===== config.mk =====
export PLATFORM = sky130hd
export DESIGN_NAME = gigex_spi_slave_flat
export DESIGN_NICKNAME = d
export VERILOG_FILES = /design/src/rtl/gigex_spi_slave_if.sv /design/src/rtl/gigex_spi_slave.sv /design/src/flat_wrapper.sv
export SDC_FILE = /design/constraint.sdc
export NUM_CORES = 1
export LEC_CHECK = 0
export ABC_CLOCK_PERIOD_IN_PS = 6090
export CORE_MARGIN = 4
export CORE_UTILIZATION = 35
export CTS_BUF_LIST = sky130_fd_sc_hd__clkbuf_4
export DETAILED_ROUTE_END_ITERATION = 12
export PLACE_DENSITY = 0.54
export SETUP_SLACK_MARGIN = 0.5
export SLEW_MARGIN = 30
export SYNTH_ARGS = -nofsm -noshare
export SYNTH_HDL_FRONTEND = slang
export SYNTH_SLANG_ARGS = --single-unit

===== constraint.sdc =====
create_clock -name clk -period 6.09 [get_ports clk]
set_input_delay 0.9135 -clock clk [delete_from_list [all_inputs] [get_ports clk]]
set_output_delay 0.9135 -clock clk [all_outputs]
set_load 0.1 [all_outputs]

===== src/rtl/gigex_spi_slave_if.sv =====
// Bundle of the SPI pins plus the command and response handshakes of the GigEx SPI slave.
// The slave modport is the block's view; the master modport is the host/fabric view.
interface gigex_spi_slave_if;
    logic        spi_cs;
    logic        spi_sck;
    logic        spi_mosi;
    logic        spi_miso;
    logic [31:0] cmd_data;
    logic        cmd_valid;
    logic        cmd_ready;
    logic [31:0] rsp_data;
    logic        rsp_valid;
    logic        rsp_ready;
    logic [7:0]  err_count;

    modport slave (
        input  spi_cs, spi_sck, spi_mosi, cmd_ready, rsp_data, rsp_valid,
        output spi_miso, cmd_data, cmd_valid, rsp_ready, err_count
    );

    modport master (
        output spi_cs, spi_sck, spi_mosi, cmd_ready, rsp_data, rsp_valid,
        input  spi_miso, cmd_data, cmd_valid, rsp_ready, err_count
    );
endinterface


===== src/rtl/gigex_spi_slave.sv =====
// GigEx SPI slave: oversamples the SPI pins in the clk domain, forwards 32-bit command
// frames over valid/ready and returns buffered responses on MISO in the following frame.
module gigex_spi_slave #(
    parameter int unsigned DEPTH = 16
) (
    input  logic              clk,
    input  logic              rst,
    gigex_spi_slave_if.slave  bus
);
    localparam int unsigned AW = $clog2(DEPTH);
    localparam int unsigned CW = AW + 1;

    typedef enum logic [1:0] {S_IDLE, S_SHIFT, S_END} state_t;

    state_t        state;
    logic          cs_s1, cs_s2, cs_h;
    logic          sck_s1, sck_s2, sck_h;
    logic          mosi_s1, mosi_s2;
    logic [1:0]    rst_pipe;
    logic          armed;
    logic [5:0]    bit_cnt;
    logic [31:0]   rx_sr;
    logic [31:0]   tx_sr;
    logic          miso_q;
    logic [31:0]   cmd_data_q;
    logic          cmd_valid_q;
    logic [7:0]    err_q;
    logic [31:0]   mem [DEPTH];
    logic [AW-1:0] wr_ptr, rd_ptr;
    logic [CW-1:0] count;
    logic          ready_q;

    logic          cs_fall_c, cs_rise_c, sck_rise_c, sck_fall_c;
    logic          start_c, pop_c, push_c, accept_c, word_nz_c;
    logic          cmd_load_c, err_inc_c;
    logic [31:0]   load_word_c;
    logic [CW-1:0] count_nxt_c;

    // A CS fall only counts once a genuine CS-high sample has passed the synchronizer
    // since reset, so a reset inside a CS-low period ignores the rest of that frame.
    assign cs_fall_c   = armed & cs_h & ~cs_s2;
    assign cs_rise_c   = ~cs_h & cs_s2;
    assign sck_rise_c  = ~sck_h & sck_s2 & ~cs_s2;
    assign sck_fall_c  = sck_h & ~sck_s2 & ~cs_s2;

    assign start_c     = (state == S_IDLE) & cs_fall_c;
    assign pop_c       = start_c & (count != '0);
    assign push_c      = bus.rsp_valid & ready_q;
    assign load_word_c = pop_c ? mem[rd_ptr] : 32'h0000_0000;
    assign count_nxt_c = count + CW'(push_c) - CW'(pop_c);

    assign accept_c    = cmd_valid_q & bus.cmd_ready;
    assign word_nz_c   = (rx_sr != 32'h0000_0000);
    assign cmd_load_c  = (state == S_END) & (bit_cnt == 6'd32) & word_nz_c
                         & (~cmd_valid_q | accept_c);
    assign err_inc_c   = (state == S_END)
                         & ((bit_cnt != 6'd32) | (word_nz_c & cmd_valid_q & ~accept_c));

    always_ff @(posedge clk or posedge rst) begin
        if (rst) begin
            state       <= S_IDLE;
            cs_s1       <= 1'b1;
            cs_s2       <= 1'b1;
            cs_h        <= 1'b1;
            sck_s1      <= 1'b0;
            sck_s2      <= 1'b0;
            sck_h       <= 1'b0;
            mosi_s1     <= 1'b0;
            mosi_s2     <= 1'b0;
            rst_pipe    <= 2'b00;
            armed       <= 1'b0;
            bit_cnt     <= 6'd0;
            rx_sr       <= 32'h0000_0000;
            tx_sr       <= 32'h0000_0000;
            miso_q      <= 1'b0;
            cmd_data_q  <= 32'h0000_0000;
            cmd_valid_q <= 1'b0;
            err_q       <= 8'h00;
            wr_ptr      <= '0;
            rd_ptr      <= '0;
            count       <= '0;
            ready_q     <= 1'b1;
        end else begin
            cs_s1    <= bus.spi_cs;
            cs_s2    <= cs_s1;
            sck_s1   <= bus.spi_sck;
            sck_s2   <= sck_s1;
            sck_h    <= sck_s2;
            mosi_s1  <= bus.spi_mosi;
            mosi_s2  <= mosi_s1;
            rst_pipe <= {rst_pipe[0], 1'b1};
            if (rst_pipe[1] && cs_s2)
                armed <= 1'b1;
            // Freezing the CS history during END keeps a CS fall pending for IDLE.
            if (state != S_END)
                cs_h <= cs_s2;

            case (state)
                S_IDLE: begin
                    if (cs_fall_c) begin
                        state   <= S_SHIFT;
                        bit_cnt <= 6'd0;
                        rx_sr   <= 32'h0000_0000;
                        tx_sr   <= load_word_c;
                        miso_q  <= load_word_c[31];
                    end
                end
                S_SHIFT: begin
                    if (sck_rise_c) begin
                        rx_sr <= {rx_sr[30:0], mosi_s2};
                        if (bit_cnt != 6'd63)
                            bit_cnt <= bit_cnt + 6'd1;
                    end
                    if (sck_fall_c) begin
                        tx_sr  <= {tx_sr[30:0], 1'b0};
                        miso_q <= tx_sr[30];
                    end
                    if (cs_rise_c)
                        state <= S_END;
                end
                S_END:   state <= S_IDLE;
                default: state <= S_IDLE;
            endcase

            if (cmd_load_c) begin
                cmd_data_q  <= rx_sr;
                cmd_valid_q <= 1'b1;
            end else if (accept_c) begin
                cmd_valid_q <= 1'b0;
            end

            if (err_inc_c && (err_q != 8'hFF))
                err_q <= err_q + 8'd1;

            if (push_c)
                wr_ptr <= wr_ptr + AW'(1);
            if (pop_c)
                rd_ptr <= rd_ptr + AW'(1);
            count   <= count_nxt_c;
            ready_q <= (count_nxt_c != CW'(DEPTH));
        end
    end

    // Response storage needs no reset; occupancy is tracked by count.
    always_ff @(posedge clk) begin
        if (push_c)
            mem[wr_ptr] <= bus.rsp_data;
    end

    assign bus.spi_miso  = miso_q;
    assign bus.cmd_data  = cmd_data_q;
    assign bus.cmd_valid = cmd_valid_q;
    assign bus.rsp_ready = ready_q;
    assign bus.err_count = err_q;
endmodule


===== src/flat_wrapper.sv =====
// flat-port wrapper written by rule: the top's interface ports become plain ports
module gigex_spi_slave_flat 
#(
    parameter int unsigned DEPTH = 16
)
  (clk, rst, bus_spi_cs, bus_spi_sck, bus_spi_mosi, bus_cmd_ready, bus_rsp_data, bus_rsp_valid, bus_spi_miso, bus_cmd_data, bus_cmd_valid, bus_rsp_ready, bus_err_count);
  gigex_spi_slave_if bus_i ();
  input  logic clk;
  input  logic rst;
  input wire logic [$bits(bus_i.spi_cs)-1:0] bus_spi_cs;
  input wire logic [$bits(bus_i.spi_sck)-1:0] bus_spi_sck;
  input wire logic [$bits(bus_i.spi_mosi)-1:0] bus_spi_mosi;
  input wire logic [$bits(bus_i.cmd_ready)-1:0] bus_cmd_ready;
  input wire logic [$bits(bus_i.rsp_data)-1:0] bus_rsp_data;
  input wire logic [$bits(bus_i.rsp_valid)-1:0] bus_rsp_valid;
  output wire logic [$bits(bus_i.spi_miso)-1:0] bus_spi_miso;
  output wire logic [$bits(bus_i.cmd_data)-1:0] bus_cmd_data;
  output wire logic [$bits(bus_i.cmd_valid)-1:0] bus_cmd_valid;
  output wire logic [$bits(bus_i.rsp_ready)-1:0] bus_rsp_ready;
  output wire logic [$bits(bus_i.err_count)-1:0] bus_err_count;
  assign bus_i.spi_cs = bus_spi_cs;
  assign bus_i.spi_sck = bus_spi_sck;
  assign bus_i.spi_mosi = bus_spi_mosi;
  assign bus_i.cmd_ready = bus_cmd_ready;
  assign bus_i.rsp_data = bus_rsp_data;
  assign bus_i.rsp_valid = bus_rsp_valid;
  assign bus_spi_miso = bus_i.spi_miso;
  assign bus_cmd_data = bus_i.cmd_data;
  assign bus_cmd_valid = bus_i.cmd_valid;
  assign bus_rsp_ready = bus_i.rsp_ready;
  assign bus_err_count = bus_i.err_count;
  gigex_spi_slave #(.DEPTH(DEPTH)) u_core (.clk(clk), .rst(rst), .bus(bus_i));
endmodule

After elaboration in Yosys (flattened, before gate mapping):

Memory sizes are Yosys's and may differ from the RTL's.
Cells that the tools add are included.

* equal/unequal tests: 13
* multiplexer cells: 21
* add/sub/neg operators: 6
* reductions and logical operators: 11
* bitwise logic cells: 25

Operator list (count)
* two-way mux 32 bit: 3
* one-hot mux 32 bit (2 select lines): 1
* two-way mux 31 bit: 2
* one-hot mux 31 bit (2 select lines): 1
* nonzero test 32 bit: 1
* two-way mux 6 bit: 3
* bitwise AND 1 bit: 17
* inequality test 6 bit, second input constant: 2
* one-hot mux 6 bit (2 select lines): 1
* inequality test 2 x 1 -> 1 bit, second input constant: 5
* adder 4 x 1 -> 4 bit, second input constant: 2
* adder 8 x 1 -> 8 bit, second input constant: 1
* inequality test 8 bit, second input constant: 1
* adder 6 x 1 -> 6 bit, second input constant: 1
* equality test 6 bit, second input constant: 1
* two-way mux 1 bit: 6
* inverter 1 bit: 6
* AND reduction 3 bit: 2
* adder 5 x 1 -> 5 bit: 1
* inequality test 5 bit, second input constant: 1
* nonzero test 5 bit: 1
* subtractor 5 x 1 -> 5 bit: 1
* two-way mux 2 bit: 2
* one-hot mux 2 bit (2 select lines): 1
* 10 further kinds: 13

* logic and storage cells: 99
* input bits: 39
* bits in writable memories: 512
* flip-flop bits (word level): 138
* memories kept: 1
* output and inout port bits: 43

Memory list
* u_core.mem: words 16, bits a word 32, rd ports 1, clocked after memory_dff 0, wr ports 1, line gigex_spi_slave.sv:28 `logic [31:0] mem [DEPTH];`

Depth between registers and ports, before layout:

* word-level depth: 7
* gate-level depth with buffers: 14
* gate-level depth less buffers: 14

Worst setup path after synthesis:

No wires, ideal clock.

* path kind: register to register
* from: register u_core.ready_q, in the netlist u_core.bus.rsp_ready
* to: memory u_core.mem[3][0], enable pin
* slack: 1.939 ns
* clock period less this slack: 4.151 ns
* stages on the path, launching flop included: 5
* data arrival time: 3.690 ns
* required time: 5.629 ns
* library setup time: 0.461 ns
* path buffers: 1
* cell sequence: dfstp_2 > and2_1 > clkbuf_1 > nand2_1 > nor3_1

* longest elaborated chain between the ends: 3

Ends and longest elaborated chain
* from (decl): line gigex_spi_slave.sv:31 `logic ready_q;`
* from (signal assigned): line gigex_spi_slave.sv:140 `ready_q <= (count_nxt_c != CW'(DEPTH));`
* bitwise AND 1 bit: line gigex_spi_slave.sv:48 `assign push_c = bus.rsp_valid & ready_q;`
* net u_core.push_c: line gigex_spi_slave.sv:34 `logic start_c, pop_c, push_c, accept_c, word_nz_c;`
* two-way mux 1 bit: line gigex_spi_slave.sv:146 `if (push_c)`
* two-way mux 1 bit (not written as such): line gigex_spi_slave.sv:147 `mem[wr_ptr] <= bus.rsp_data;`
* to (decl): line gigex_spi_slave.sv:28

The timed path passes the listed nets, and every way through them passes these cells.

Worst setup path after layout:

* from: register u_core.ready_q, in the netlist u_core.bus.rsp_ready
* to: output bus_rsp_ready

RTL lines
* to (decl): line flat_wrapper.sv:19 `output wire logic [$bits(bus_i.rsp_ready)-1:0] bus_rsp_ready;`

No word-level cell between the ends.

==> impl_results.html <==
<table>
<tr><th>Metric</th><th>Value</th></tr>
<tr><th colspan="2">Outcome</th></tr>
<tr><td>Status</td><td>completed</td></tr>
<tr><th colspan="2">Cells and area</th></tr>
<tr><td>Layout overhead on the synthesized area</td><td>18.16%</td></tr>
<tr><td>Leading cell type in the layout, fill and taps excluded</td><td>edfxtp_1</td></tr>
<tr><td>Top library cells by usage in the layout, fill and taps aside</td><td>512 x edfxtp_1, 251 x clkbuf_4, 132 x dfrtp_1, 128 x mux4_2, 84 x nand2_1</td></tr>
<tr><td>Share of post-route cells with drive strength above 1</td><td>0.2841</td></tr>
<tr><td>Util after Layout</td><td>0.4195</td></tr>
<tr><td>Filler Cells Inserted</td><td>6283</td></tr>
<tr><td>Count of non-filler cells in the finished layout</td><td>2589</td></tr>
<tr><td>Number of nets in the layout</td><td>1560</td></tr>
<tr><th colspan="2">Synth</th></tr>
<tr><td>Area of the mapped netlist</td><td>25040 um2</td></tr>
<tr><td>Net count after synthesis</td><td>1353</td></tr>
<tr><td>Async S/R FF share, synth</td><td>0.2123</td></tr>
<tr><td>Synthesized instance count</td><td>1299</td></tr>
<tr><td>Synth warnings</td><td>0</td></tr>
<tr><td>Mapped Avg Cell Area</td><td>19.27 um2</td></tr>
<tr><td>Synthesized flop and latch total</td><td>650</td></tr>
<tr><td>Count of flip-flops with a built-in enable after synthesis</td><td>512</td></tr>
<tr><td>Top FF cell, synth</td><td>edfxtp_1</td></tr>
<tr><td>Post-synth cell types</td><td>52</td></tr>
<tr><td>Synth top area share</td><td>0.6141</td></tr>
<tr><td>Cell types with the largest area share after synthesis</td><td>edfxtp_1 61%, dfrtp_1 13%, mux4_2 12%</td></tr>
<tr><td>Sequential share of the synthesized area</td><td>0.7522</td></tr>
<tr><td>Yosys top cell by area</td><td>edfxtp_1</td></tr>
<tr><th colspan="2">Timing</th></tr>
<tr><td>Accumulated negative setup slack</td><td>0 ns</td></tr>
<tr><td>Number of max-slew violations in the final report</td><td>0</td></tr>
<tr><td>Slack of the critical path</td><td>2.552 ns</td></tr>
<tr><td>Worst max-slew margin expressed relative to the limit</td><td>0.3190</td></tr>
<tr><td>Setup Skew</td><td>0.07926 ns</td></tr>
<tr><td>Setup repair after global routing missed its margin</td><td>false</td></tr>
<tr><td>Post-layout minimum cycle time</td><td>3.538 ns</td></tr>
<tr><td>Finish-stage setup viols</td><td>0</td></tr>
<tr><td>Worst slew pin tran</td><td>1.018 ns</td></tr>
<tr><td>Worst hold-check slack</td><td>0.3390 ns</td></tr>
<tr><td>Share of the clock period used by the worst path after layout</td><td>0.5810</td></tr>
<tr><td>Number of failing hold endpoints at the final stage</td><td>0</td></tr>
<tr><td>Max Fclk</td><td>0.2826 GHz</td></tr>
<tr><th colspan="2">Critical path</th></tr>
<tr><td>Series of cell instances along the critical path</td><td>clkdlybuf4s50_1</td></tr>
<tr><td>Worst setup path category</td><td>flop to output port</td></tr>
<tr><td>Required time at the worst-slack endpoint</td><td>5.18 ns</td></tr>
<tr><td>Highest fanout seen on the critical path</td><td>2</td></tr>
<tr><td>Count of cell instances traversed by the critical path</td><td>1</td></tr>
<tr><td>Signal arrival time at the worst endpoint</td><td>2.62 ns</td></tr>
<tr><td>WP buf/inv</td><td>1</td></tr>
<tr><td>Crit. End Element</td><td>output port</td></tr>
<tr><td>Nature of the critical path startpoint</td><td>flop</td></tr>
<tr><td>Max stage delay cell, worst path</td><td>clkdlybuf4s50_1</td></tr>
<tr><td>Setup slack on the worst flop-to-flop path</td><td>2.87 ns</td></tr>
<tr><td>Cell family with most CP delay</td><td>buffers and inverters</td></tr>
<tr><td>CP peak stage delay</td><td>1.14 ns</td></tr>
<tr><td>Depth of the worst register-to-register path</td><td>14</td></tr>
<tr><th colspan="2">Drt</th></tr>
<tr><td>Number of design-rule violations left by the first detailed-router iteration</td><td>788</td></tr>
<tr><td>Final routed DRC violation total</td><td>0</td></tr>
<tr><td>DR WL/cell</td><td>21.88 um</td></tr>
<tr><td>First-pass iteration count of the detailed router</td><td>5</td></tr>
<tr><td>DR vias</td><td>12960</td></tr>
<tr><td>Post-Route WL</td><td>56660 um</td></tr>
<tr><td>DRT antenna net count</td><td>0</td></tr>
<tr><td>Via density per instance</td><td>5.007</td></tr>
<tr><th colspan="2">CTS</th></tr>
<tr><td>Cells resized by post-CTS repair</td><td>0</td></tr>
<tr><td>Clock Sink Count</td><td>650</td></tr>
<tr><td>Clock slew at reported path FFs</td><td>0.06 ns</td></tr>
<tr><td>Clock buffer count from CTS</td><td>166</td></tr>
<tr><td>Post-CTS Setup Bufs</td><td>0</td></tr>
<tr><td>CTS Hold Buffers Added</td><td>0</td></tr>
<tr><td>Clock tree from TritonCTS</td><td>built</td></tr>
<tr><td>H-tree depth</td><td>4</td></tr>
<tr><td>Library cell used as clock root buffer</td><td>clkbuf_4</td></tr>
<tr><td>Maximum number of buffers from clock root to sink</td><td>3</td></tr>
<tr><td>Worst-Skew Late Latency</td><td>0.97 ns</td></tr>
<tr><th colspan="2">Placed design</th></tr>
<tr><td>Detailed placer's ending HPWL</td><td>32880 um</td></tr>
<tr><td>Worst slack at placement</td><td>2.594 ns</td></tr>
<tr><td>Final GP Congestion</td><td>0.7699</td></tr>
<tr><td>Placed insts</td><td>2276</td></tr>
<tr><td>Number of buffers added on ports</td><td>81</td></tr>
<tr><th colspan="2">Global route</th></tr>
<tr><td>Via count of the first global-routing pass</td><td>13710</td></tr>
<tr><td>GRT Residual Overflow</td><td>0</td></tr>
<tr><td>Initial antenna violation count</td><td>2</td></tr>
<tr><td>First-pass GRT wire length</td><td>85520 um</td></tr>
<tr><td>Pin count of the biggest net entering global routing</td><td>88</td></tr>
<tr><td>Overall fraction of global-route tracks in use</td><td>0.1524</td></tr>
<tr><th colspan="2">Pwr</th></tr>
<tr><td>Net switching fraction of the power</td><td>0.3050</td></tr>
<tr><td>Net Sw Power</td><td>3.906 mW</td></tr>
<tr><td>Logic gate share of total power</td><td>0.248</td></tr>
<tr><td>Share of power burned in registers</td><td>0.445</td></tr>
<tr><td>Clock power frac</td><td>0.307</td></tr>
<tr><td>Power Dens Cells</td><td>432.9 nW/um2</td></tr>
<tr><td>Standby leakage power</td><td>10.44 nW</td></tr>
<tr><td>Worst-case vdd ir drop</td><td>238.1 uV</td></tr>
<tr><td>P_int</td><td>8.899 mW</td></tr>
<tr><th colspan="2">Min path</th></tr>
<tr><td>Worst hold path class</td><td>flop to flop</td></tr>
<tr><td>Hold Crit Depth</td><td>0</td></tr>
<tr><th colspan="2">Floorplan</th></tr>
<tr><td>Number of placement rows</td><td>97</td></tr>
<tr><td>Starting Density</td><td>0.3551</td></tr>
<tr><td>Area of the core</td><td>70510 um2</td></tr>
<tr><td>Width of the chip</td><td>275.5 um</td></tr>
<tr><td>Die footprint</td><td>75880 um2</td></tr>
<tr><td>I/O pin cnt</td><td>82</td></tr>
<tr><td>Die height</td><td>275.5 um</td></tr>
<tr><th colspan="2">Job</th></tr>
<tr><td>Count of max-cap constraint violations</td><td>0</td></tr>
</table>
synth_stat cells, types with 2 or more instances:
master / instances
nor2_1: 19
a211o_1: 31
inv_1: 15
nor3b_1: 4
buf_6: 8
buf_2: 8
clkbuf_1: 52
mux2_2: 4
nor4_1: 9
and2_1: 2
nor3_1: 6
nor2b_1: 5
buf_1: 2
xor2_1: 7
nand2b_1: 4
mux4_2: 128
nand4_1: 5
o21ai_1: 32
and3_1: 32
mux2_1: 30
o21ai_0: 3
dfrtp_1: 134
dfstp_2: 4
buf_4: 3
a211oi_1: 4
nand3_1: 4
a22oi_1: 64
ha_1: 14
nand2_1: 84
edfxtp_1: 512
a21o_1: 3
a21oi_1: 34
xnor2_1: 14
metrics by stage:
step / area (um2) / total power, mW
final: 29580 / 12.81
after global routing: 29570 / 13.52
after CTS: 29510 / 12.98
after detailed placement: 27220 / 8.997
after global placement: 27080 / 8.932
after floorplan: 25040 / 7.935
cells by family (layout without fill, tap and decap cells):
kind of cell / count (synthesis) / count (layout) / share of synthesized area
flip-flops: 650 / 650 / 0.7522
AO/OA/AOI/OAI: 181 / 181 / 0.05017
AND/OR/NAND/NOR: 180 / 180 / 0.03533
multiplexers: 162 / 162 / 0.1304
buffers and inverters: 89 / 434 / 0.01659
XOR/XNOR: 21 / 21 / 0.007346
adder cells (fa/ha/maj): 15 / 15 / 0.007796
other: 1 / 6 / 0.0001498
area by class of cell:
class                      count  area (um2)  share of cell area
timing repair buffer         112        1216             0.04111
antenna                        5       12.51           0.0004229
multi-input combinational    560        5974              0.2020
clock inverter                55       411.6             0.01391
inverter                      16       67.56            0.002284
tap                          940        1176             0.03976
clock buffer                 251        1884             0.06369
sequential                   650       18840              0.6369
power groups by stage:
stage,Clock [mW],Combinational (mW),Sequential (mW)
2_1_floorplan,0,2.18,5.75
3_3_place_gp,0,3.15,5.78
3_5_place_dp,0,3.20,5.80
4_1_cts,4.07,3.21,5.71
5_1_grt,4.33,3.43,5.76
6_report,3.93,3.18,5.70
metal layers:
layer	up-vias	wire (um)	GRT usage	share of wire
met3	67	4081	0.05320	0.072
li1	5781	-	-	-
met4	0	828	0.04838	0.015
met1	6745	24190	0.1947	0.43
met2	369	27560	0.2456	0.49
met5	-	0	0	0
path summary, 6_finish.rpt:
check,from,end
min in group asynchronous,rst,u_core.bus.cmd_data[1]$_DFFE_PP0P_
max in group asynchronous,rst,u_core.bus.cmd_data[7]$_DFFE_PP0P_
max reg2reg,u_core.cs_h$_DFFE_PP1N_,u_core.bus.rsp_ready$_DFF_PP1_
min,u_core.rst_pipe[0]$_DFF_PP0_,u_core.rst_pipe[1]$_DFF_PP0_
max,u_core.bus.rsp_ready$_DFF_PP1_,bus_rsp_ready
min reg2reg,u_core.rst_pipe[0]$_DFF_PP0_,u_core.rst_pipe[1]$_DFF_PP0_
sequential cells by signal (all words and copies together) (netlist names), 2 cells and up:
name,cells
u_core.wr_ptr,4
u_core.rx_sr,32
u_core.bus.err_count,8
u_core.state,2
u_core.mem,512
u_core.tx_sr,31
u_core.bus.cmd_data,32
u_core.rst_pipe,2
u_core.count,5
u_core.rd_ptr,4
u_core.bit_cnt,6
Note: power is estimated with default switching activity, not from simulation.
